**src/rtl/control_unit_pkg.sv**
```systemverilog
// Shared types for the control_unit sequencer: opcodes, state encodings,
// jump conditions, the strobe bundle and the wait-counter width helper.
package control_unit_pkg;

  typedef enum logic [3:0] {
    OP_NOP    = 4'h0,
    OP_ALU_RR = 4'h1,
    OP_ALU_RI = 4'h2,
    OP_LOADI  = 4'h3,
    OP_LOAD   = 4'h4,
    OP_STORE  = 4'h5,
    OP_JUMP   = 4'h6,
    OP_HALT   = 4'h7,
    OP_SPADJ  = 4'h8
  } opcode_t;

  typedef enum logic [3:0] {
    ST_BOOT      = 4'd0,
    ST_FETCH     = 4'd1,
    ST_DECODE    = 4'd2,
    ST_EXEC      = 4'd3,
    ST_LOAD_WAIT = 4'd4,
    ST_HALT      = 4'd5,
    ST_FAULT     = 4'd6,
    ST_STEP_HOLD = 4'd7
  } state_t;

  localparam logic [1:0] COND_ALWAYS = 2'b00;
  localparam logic [1:0] COND_Z      = 2'b01;
  localparam logic [1:0] COND_NZ     = 2'b10;
  localparam logic [1:0] COND_NEVER  = 2'b11;

  typedef struct packed {
    logic fetch_instruction;
    logic reg_write;
    logic mem_to_reg;
    logic alu_override_imm8;
    logic alu_override_imm4;
    logic alu_set_flags;
    logic set_pc;
    logic pc_from_register;
    logic mem_write;
    logic set_sp;
    logic increase_sp;
  } strobes_t;

  // Counter must hold values up to wait_limit - 1 with headroom for compare.
  function automatic int wait_cnt_width(input int wait_limit);
    return (wait_limit < 2) ? 1 : $clog2(wait_limit + 1);
  endfunction

endpackage

```
**src/rtl/control_unit_if.sv**
```systemverilog
// Datapath-facing bundle of the control_unit: instruction/flag/memory inputs
// toward the sequencer (master) and control strobes back to the datapath.
interface control_unit_if;
  logic [15:0] current_instruction;
  logic        Z_out;
  logic        mem_rvalid;
  logic        fetch_instruction;
  logic        reg_write;
  logic        mem_to_reg;
  logic        alu_override_imm8;
  logic        alu_override_imm4;
  logic        alu_set_flags;
  logic        set_pc;
  logic        pc_from_register;
  logic        mem_write;
  logic        set_sp;
  logic        increase_sp;
  logic        halted;
  logic        fault;
  logic [3:0]  state_poke;

  modport master (
    input  current_instruction, Z_out, mem_rvalid,
    output fetch_instruction, reg_write, mem_to_reg, alu_override_imm8,
           alu_override_imm4, alu_set_flags, set_pc, pc_from_register,
           mem_write, set_sp, increase_sp, halted, fault, state_poke
  );

  modport slave (
    output current_instruction, Z_out, mem_rvalid,
    input  fetch_instruction, reg_write, mem_to_reg, alu_override_imm8,
           alu_override_imm4, alu_set_flags, set_pc, pc_from_register,
           mem_write, set_sp, increase_sp, halted, fault, state_poke
  );
endinterface

```
**src/rtl/control_unit_decode.sv**
```systemverilog
// Combinational EXEC-cycle strobe table keyed by opcode and jump condition.
// cond[0] doubles as the SP direction bit for SP adjust.
module control_decode
  import control_unit_pkg::*;
(
  input  logic [3:0] opcode,
  input  logic [1:0] cond,
  input  logic       z_flag,
  output strobes_t   exec_strobes
);

  logic jump_taken;

  always_comb begin
    jump_taken = 1'b0;
    unique case (cond)
      COND_ALWAYS: jump_taken = 1'b1;
      COND_Z:      jump_taken = z_flag;
      COND_NZ:     jump_taken = ~z_flag;
      COND_NEVER:  jump_taken = 1'b0;
      default:     jump_taken = 1'b0;
    endcase
  end

  always_comb begin
    exec_strobes = '0;
    case (opcode_t'(opcode))
      OP_ALU_RR: begin
        exec_strobes.reg_write     = 1'b1;
        exec_strobes.alu_set_flags = 1'b1;
      end
      OP_ALU_RI: begin
        exec_strobes.reg_write         = 1'b1;
        exec_strobes.alu_set_flags     = 1'b1;
        exec_strobes.alu_override_imm4 = 1'b1;
      end
      OP_LOADI: begin
        exec_strobes.reg_write         = 1'b1;
        exec_strobes.alu_override_imm8 = 1'b1;
      end
      OP_STORE: exec_strobes.mem_write = 1'b1;
      OP_JUMP: begin
        exec_strobes.set_pc           = jump_taken;
        exec_strobes.pc_from_register = jump_taken;
      end
      OP_SPADJ: begin
        exec_strobes.set_sp      = 1'b1;
        exec_strobes.increase_sp = cond[0];
      end
      default: exec_strobes = '0;
    endcase
  end

endmodule

```
**src/rtl/control_unit.sv**
```systemverilog
// Multi-cycle instruction sequencer driving the datapath control strobes.
// Optional single-step hold is enabled with CONTROL_STEP_EN.
module control_unit
  import control_unit_pkg::*;
#(
  parameter int WAIT_LIMIT = 16
) (
  input  logic clock,
  input  logic reset,
`ifdef CONTROL_STEP_EN
  input  logic step_mode,
  input  logic step_go,
`endif
  control_unit_if.master bus
);

  localparam int WAIT_CNT_W = wait_cnt_width(WAIT_LIMIT);
  localparam logic [WAIT_CNT_W-1:0] WAIT_LAST = WAIT_CNT_W'(WAIT_LIMIT - 1);

  state_t                state, state_next;
  logic [WAIT_CNT_W-1:0] wait_cnt, wait_cnt_next;
  strobes_t              strobes, exec_strobes;
  state_t                fetch_target;
  logic                  step_rise;
  logic                  unused_instr_bits;

  assign unused_instr_bits = ^bus.current_instruction[11:2];

`ifdef CONTROL_STEP_EN
  logic step_go_q;

  always_ff @(posedge clock or posedge reset) begin
    if (reset) step_go_q <= 1'b0;
    else       step_go_q <= step_go;
  end

  assign step_rise    = step_go & ~step_go_q;
  assign fetch_target = step_mode ? ST_STEP_HOLD : ST_FETCH;
`else
  assign step_rise    = 1'b1;
  assign fetch_target = ST_FETCH;
`endif

  control_decode u_decode (
    .opcode       (bus.current_instruction[15:12]),
    .cond         (bus.current_instruction[1:0]),
    .z_flag       (bus.Z_out),
    .exec_strobes (exec_strobes)
  );

  always_ff @(posedge clock or posedge reset) begin
    if (reset) begin
      state    <= ST_BOOT;
      wait_cnt <= '0;
    end else begin
      state    <= state_next;
      wait_cnt <= wait_cnt_next;
    end
  end

  // wait_cnt only survives while stalled in FETCH/LOAD_WAIT; any exit clears it.
  always_comb begin
    state_next    = state;
    wait_cnt_next = '0;
    strobes       = '0;
    unique case (state)
      ST_BOOT: state_next = fetch_target;
      ST_FETCH: begin
        strobes.fetch_instruction = 1'b1;
        if (bus.mem_rvalid) begin
          strobes.set_pc = 1'b1;
          state_next     = ST_DECODE;
        end else if (wait_cnt == WAIT_LAST) begin
          state_next = ST_FAULT;
        end else begin
          wait_cnt_next = wait_cnt + 1'b1;
        end
      end
      ST_DECODE: state_next = ST_EXEC;
      ST_EXEC: begin
        strobes = exec_strobes;
        case (opcode_t'(bus.current_instruction[15:12]))
          OP_LOAD: state_next = ST_LOAD_WAIT;
          OP_HALT: state_next = ST_HALT;
          default: state_next = fetch_target;
        endcase
      end
      ST_LOAD_WAIT: begin
        strobes.mem_to_reg = 1'b1;
        if (bus.mem_rvalid) begin
          strobes.reg_write = 1'b1;
          state_next        = fetch_target;
        end else if (wait_cnt == WAIT_LAST) begin
          state_next = ST_FAULT;
        end else begin
          wait_cnt_next = wait_cnt + 1'b1;
        end
      end
      ST_HALT:  state_next = ST_HALT;
      ST_FAULT: state_next = ST_FAULT;
      ST_STEP_HOLD: if (step_rise) state_next = ST_FETCH;
      default:  state_next = ST_BOOT;
    endcase
  end

  assign bus.fetch_instruction = strobes.fetch_instruction;
  assign bus.reg_write         = strobes.reg_write;
  assign bus.mem_to_reg        = strobes.mem_to_reg;
  assign bus.alu_override_imm8 = strobes.alu_override_imm8;
  assign bus.alu_override_imm4 = strobes.alu_override_imm4;
  assign bus.alu_set_flags     = strobes.alu_set_flags;
  assign bus.set_pc            = strobes.set_pc;
  assign bus.pc_from_register  = strobes.pc_from_register;
  assign bus.mem_write         = strobes.mem_write;
  assign bus.set_sp            = strobes.set_sp;
  assign bus.increase_sp       = strobes.increase_sp;
  assign bus.halted            = (state == ST_HALT);
  assign bus.fault             = (state == ST_FAULT);
  assign bus.state_poke        = state;

endmodule

```
**src/flat_wrapper.sv**
```systemverilog
// flat-port wrapper written by rule: the top's interface ports become plain ports
module control_unit_flat import control_unit_pkg::*;
#(
  parameter int WAIT_LIMIT = 16
)
  (clock, reset, bus_current_instruction, bus_Z_out, bus_mem_rvalid, bus_fetch_instruction, bus_reg_write, bus_mem_to_reg, bus_alu_override_imm8, bus_alu_override_imm4, bus_alu_set_flags, bus_set_pc, bus_pc_from_register, bus_mem_write, bus_set_sp, bus_increase_sp, bus_halted, bus_fault, bus_state_poke);
  control_unit_if bus_i ();
  input  logic clock;
  input  logic reset;
  input wire logic [$bits(bus_i.current_instruction)-1:0] bus_current_instruction;
  input wire logic [$bits(bus_i.Z_out)-1:0] bus_Z_out;
  input wire logic [$bits(bus_i.mem_rvalid)-1:0] bus_mem_rvalid;
  output wire logic [$bits(bus_i.fetch_instruction)-1:0] bus_fetch_instruction;
  output wire logic [$bits(bus_i.reg_write)-1:0] bus_reg_write;
  output wire logic [$bits(bus_i.mem_to_reg)-1:0] bus_mem_to_reg;
  output wire logic [$bits(bus_i.alu_override_imm8)-1:0] bus_alu_override_imm8;
  output wire logic [$bits(bus_i.alu_override_imm4)-1:0] bus_alu_override_imm4;
  output wire logic [$bits(bus_i.alu_set_flags)-1:0] bus_alu_set_flags;
  output wire logic [$bits(bus_i.set_pc)-1:0] bus_set_pc;
  output wire logic [$bits(bus_i.pc_from_register)-1:0] bus_pc_from_register;
  output wire logic [$bits(bus_i.mem_write)-1:0] bus_mem_write;
  output wire logic [$bits(bus_i.set_sp)-1:0] bus_set_sp;
  output wire logic [$bits(bus_i.increase_sp)-1:0] bus_increase_sp;
  output wire logic [$bits(bus_i.halted)-1:0] bus_halted;
  output wire logic [$bits(bus_i.fault)-1:0] bus_fault;
  output wire logic [$bits(bus_i.state_poke)-1:0] bus_state_poke;
  assign bus_i.current_instruction = bus_current_instruction;
  assign bus_i.Z_out = bus_Z_out;
  assign bus_i.mem_rvalid = bus_mem_rvalid;
  assign bus_fetch_instruction = bus_i.fetch_instruction;
  assign bus_reg_write = bus_i.reg_write;
  assign bus_mem_to_reg = bus_i.mem_to_reg;
  assign bus_alu_override_imm8 = bus_i.alu_override_imm8;
  assign bus_alu_override_imm4 = bus_i.alu_override_imm4;
  assign bus_alu_set_flags = bus_i.alu_set_flags;
  assign bus_set_pc = bus_i.set_pc;
  assign bus_pc_from_register = bus_i.pc_from_register;
  assign bus_mem_write = bus_i.mem_write;
  assign bus_set_sp = bus_i.set_sp;
  assign bus_increase_sp = bus_i.increase_sp;
  assign bus_halted = bus_i.halted;
  assign bus_fault = bus_i.fault;
  assign bus_state_poke = bus_i.state_poke;
  control_unit #(.WAIT_LIMIT(WAIT_LIMIT)) u_core (.clock(clock), .reset(reset), .bus(bus_i));
endmodule
```
**config.mk**
```make
export PLATFORM = sky130hd
export DESIGN_NAME = control_unit_flat
export DESIGN_NICKNAME = d
export VERILOG_FILES = /design/src/rtl/control_unit_pkg.sv /design/src/rtl/control_unit_if.sv /design/src/rtl/control_unit_decode.sv /design/src/rtl/control_unit.sv /design/src/flat_wrapper.sv
export SDC_FILE = /design/constraint.sdc
export NUM_CORES = 1
export LEC_CHECK = 0
export BUFFER_PORTS_ARGS = -buffer_cell sky130_fd_sc_hd__buf_4
export CAP_MARGIN = 40
export CORE_MARGIN = 3
export CORE_UTILIZATION = 45
export CTS_CLUSTER_SIZE = 40
export DETAILED_ROUTE_END_ITERATION = 10
export PLACE_DENSITY = 0.92
export SLEW_MARGIN = 10
export SYNTH_ARGS = -nofsm -noshare
export SYNTH_HDL_FRONTEND = slang
export SYNTH_SLANG_ARGS = --single-unit
```
**constraint.sdc**
```tcl
create_clock -name clock -period 3 [get_ports clock]
set_input_delay 0.3 -clock clock [delete_from_list [all_inputs] [get_ports clock]]
set_output_delay 0.3 -clock clock [all_outputs]
set_load 0.02 [all_outputs]
```
==> results.md <==
- Yosys cell types: 34
- Setup Buffers After CTS: 0
- Setup violations, final: 0
- Final ANT Viol Nets: 0
- Gp weighted congestion: 0.793
- Critical path type: register to output pin
- Cts hold-fix bufs: 0
- Hold Vio Cnt, Final: 5
- Commonest non-fill, non-tap cell in the layout: buf_4
- Post-DR vias/cell: 5.71
- Pleak: 0.415 nW
- Final hold slack: -0.00774 ns
- Highest Clock Rate: 0.493 GHz
- Root Driver: clkbuf_4
- Crit. End Element: output pin
- Post-Route Skew: 0.00581 ns
- Sequential share of the synthesized area: 35.1%
- HP Class: input pin to asynchronous set/reset pin
- Synth Net Count: 93
- Vias in the first global route: 641
- Tot GR Track Use: 19.6%
- Num Clock Sinks: 9
- Average wire per standard cell: 15.5 µm
- R2R depth: 4
- Die ar.: 1920 µm²
- IO Port Bufs: 26
- Io pins: 37
- Yosys reg bits: 9
- Reg2reg end: u_core.bus.state_poke[1]
- Max VDD drop: 0.379 mV
- Ys Warns: 0
- Initial Utilization: 52.8%
- Worst EP required: 2.70 ns
- Syn_area_per_cell: 8.91 µm²
- Overflow after GRT: 0
- RSZ-0062 raised after global routing: no
- Area of the core: 1220 µm²
- Clk_lat worst skew: 0.26 ns
- Drt initial violations: 14
- Setup TNS Final: 0 ns
- Die width: 43.8 µm
- Mapped Cells: 72
- Tmin final: 2.03 ns
- First-pass detailed-route iteration total: 4
- Syn-to-layout area delta: 33.1%
- CP max FO: 11
- Crit path DAT: 1.73 ns
- Power Dens Cells: 378 nW/µm²
- NumNets Final: 120
- Outcome: complete, but fails checks
- Clk slew on worst S/H paths: 0.06 ns
- Chip height: 43.8 µm
- Max-slew violation count: 0
- Rows: 12
- Fin crit share: 67.6%
- Max clock buf depth: 2
- First-pass GRT wire length: 2800 µm
- TritonCTS clock tree: yes
- Most frequent cells in the layout: buf_4 (26), nor2_1 (10), dfrtp_1 (9)
- Max-Cap Viols: 0
- DR vias: 640
- Drt drc: 0
- Largest net degree at the start of global routing: 13
- Overall routed net length: 1730 µm
- FF-to-FF Start: u_core.wait_cnt[0]
- Initial antenna violation count: 0
- Startpoint types: register
- Antenna cells: 0
- Setup WS pre-CTS: 1.26 ns
- # fillers: 97
- Violated checks: hold timing
- Worst setup margin: 0.972 ns
- DP Wirelength: 1320 µm
- Worst R2R Setup Slack: 1.61 ns
- Share of cells above drive strength 1: 34.7%
- Post-CTS sizing: 0
- Syn Std Cell Area: 642 µm²
- Total CTS buffers: 3
- H-tree depth: 1
==> worst max-delay path: stages, from the launching register on <==
cell and delay (ns):
dfrtp_1 0.49, nand4bb_1 0.28, or3_4 0.39, nor2_1 0.14, buf_4 0.16
==> registers in the layout (all words and copies together) (netlist names) <==
name,count
u_core.wait_cnt,5
u_core.bus.state_poke,4
==> stage by stage <==
stage / utilization, % / total power, mW / instances / cell area (µm²) / hold slack (ns)
after floorplan: - / 0.197 / 72 / 642 / 0.128
after global placement: 68.1 / 0.227 / 108 / 828 / 0.274
after detailed placement: 68.1 / 0.231 / 108 / 828 / 0.287
after CTS: 70.3 / 0.323 / 112 / 855 / 0.00584
after global routing: 70.3 / 0.340 / 112 / 855 / 0.00821
final: 70.3 / 0.323 / 112 / 855 / -0.00774
==> cells in the mapped netlist, drive strengths merged <==
library cell  instances  area share, %
a211oi                2            2.3
or3                   1            1.8
and2b                 1            1.2
a32oi                 1            1.4
xnor2                 2            2.7
buf                   4            4.1
nand3                 2            1.6
nand2                 5            2.9
and3b                 2            2.7
nand4bb               1            1.8
nor2b                 3            2.9
a211o                 1            1.4
nand2b                2            1.9
nor2                 10            5.8
nor4b                 2            3.7
a21oi                 1           0.78
inv                   3            1.8
nor3                  4            3.1
and4bb                1            1.9
o31ai                 1            1.2
dfrtp                 9             35
mux2                  1            1.8
and4b                 2            3.1
and2                  1           0.98
nor3b                 1            1.2
ha                    1            1.9
conb                  1           0.58
o21ai                 4            4.3
a311oi                1            1.4
xor2                  2            2.7
==> how the worst max path moves through the flow <==
stage                                        start  slack, ns  depth (start not counted)                    end
after floorplan           u_core.bus.state_poke[0]       0.90                          4          bus_reg_write
after global placement    u_core.bus.state_poke[2]       1.32                          4          bus_reg_write
after detailed placement  u_core.bus.state_poke[1]       1.26                          4  bus_alu_override_imm4
after CTS                 u_core.bus.state_poke[2]       0.99                          4          bus_reg_write
after global routing      u_core.bus.state_poke[1]       0.90                          4          bus_reg_write
final                     u_core.bus.state_poke[2]       0.97                          4  bus_alu_override_imm4
==> per-layer routing <==
layer  vias up  track usage (%)  part of all wire (%)
met1       308             23.0                    43
li1        305                -                     -
met4         0             6.63                   1.3
met5         -                0                     0
met3         6             6.22                   6.0
met2        21             33.1                    49
==> where the power goes <==
part,leakage [nW],switching [mW],total [mW],internal (mW)
Clock,0.0150,0.0412,0.0924,0.0512
Sequential,0.121,0.0201,0.148,0.128
Combinational,0.279,0.0422,0.0821,0.0399
==> area by class of cell <==
type / instances / area (µm²) / share of cell area [%]
Multi-Input combinational cell: 56 / 379 / 44.4
Sequential cell: 9 / 225 / 26.4
Timing Repair Buffer: 26 / 195 / 22.8
Clock buffer: 4 / 26.3 / 3.07
Tap cell: 14 / 17.5 / 2.05
Inverter: 3 / 11.3 / 1.32
==> logic make-up after synthesis <==
kind of cell | share of synthesized area (%)
AO/OA/AOI/OAI | 12.7
XOR/XNOR | 5.46
adder cells (fa/ha/maj) | 1.95
buffers and inverters | 5.85
flip-flops | 35.1
multiplexers | 1.75
other | 0.584
AND/OR/NAND/NOR | 36.6
Power figures use the tool's default switching activity.
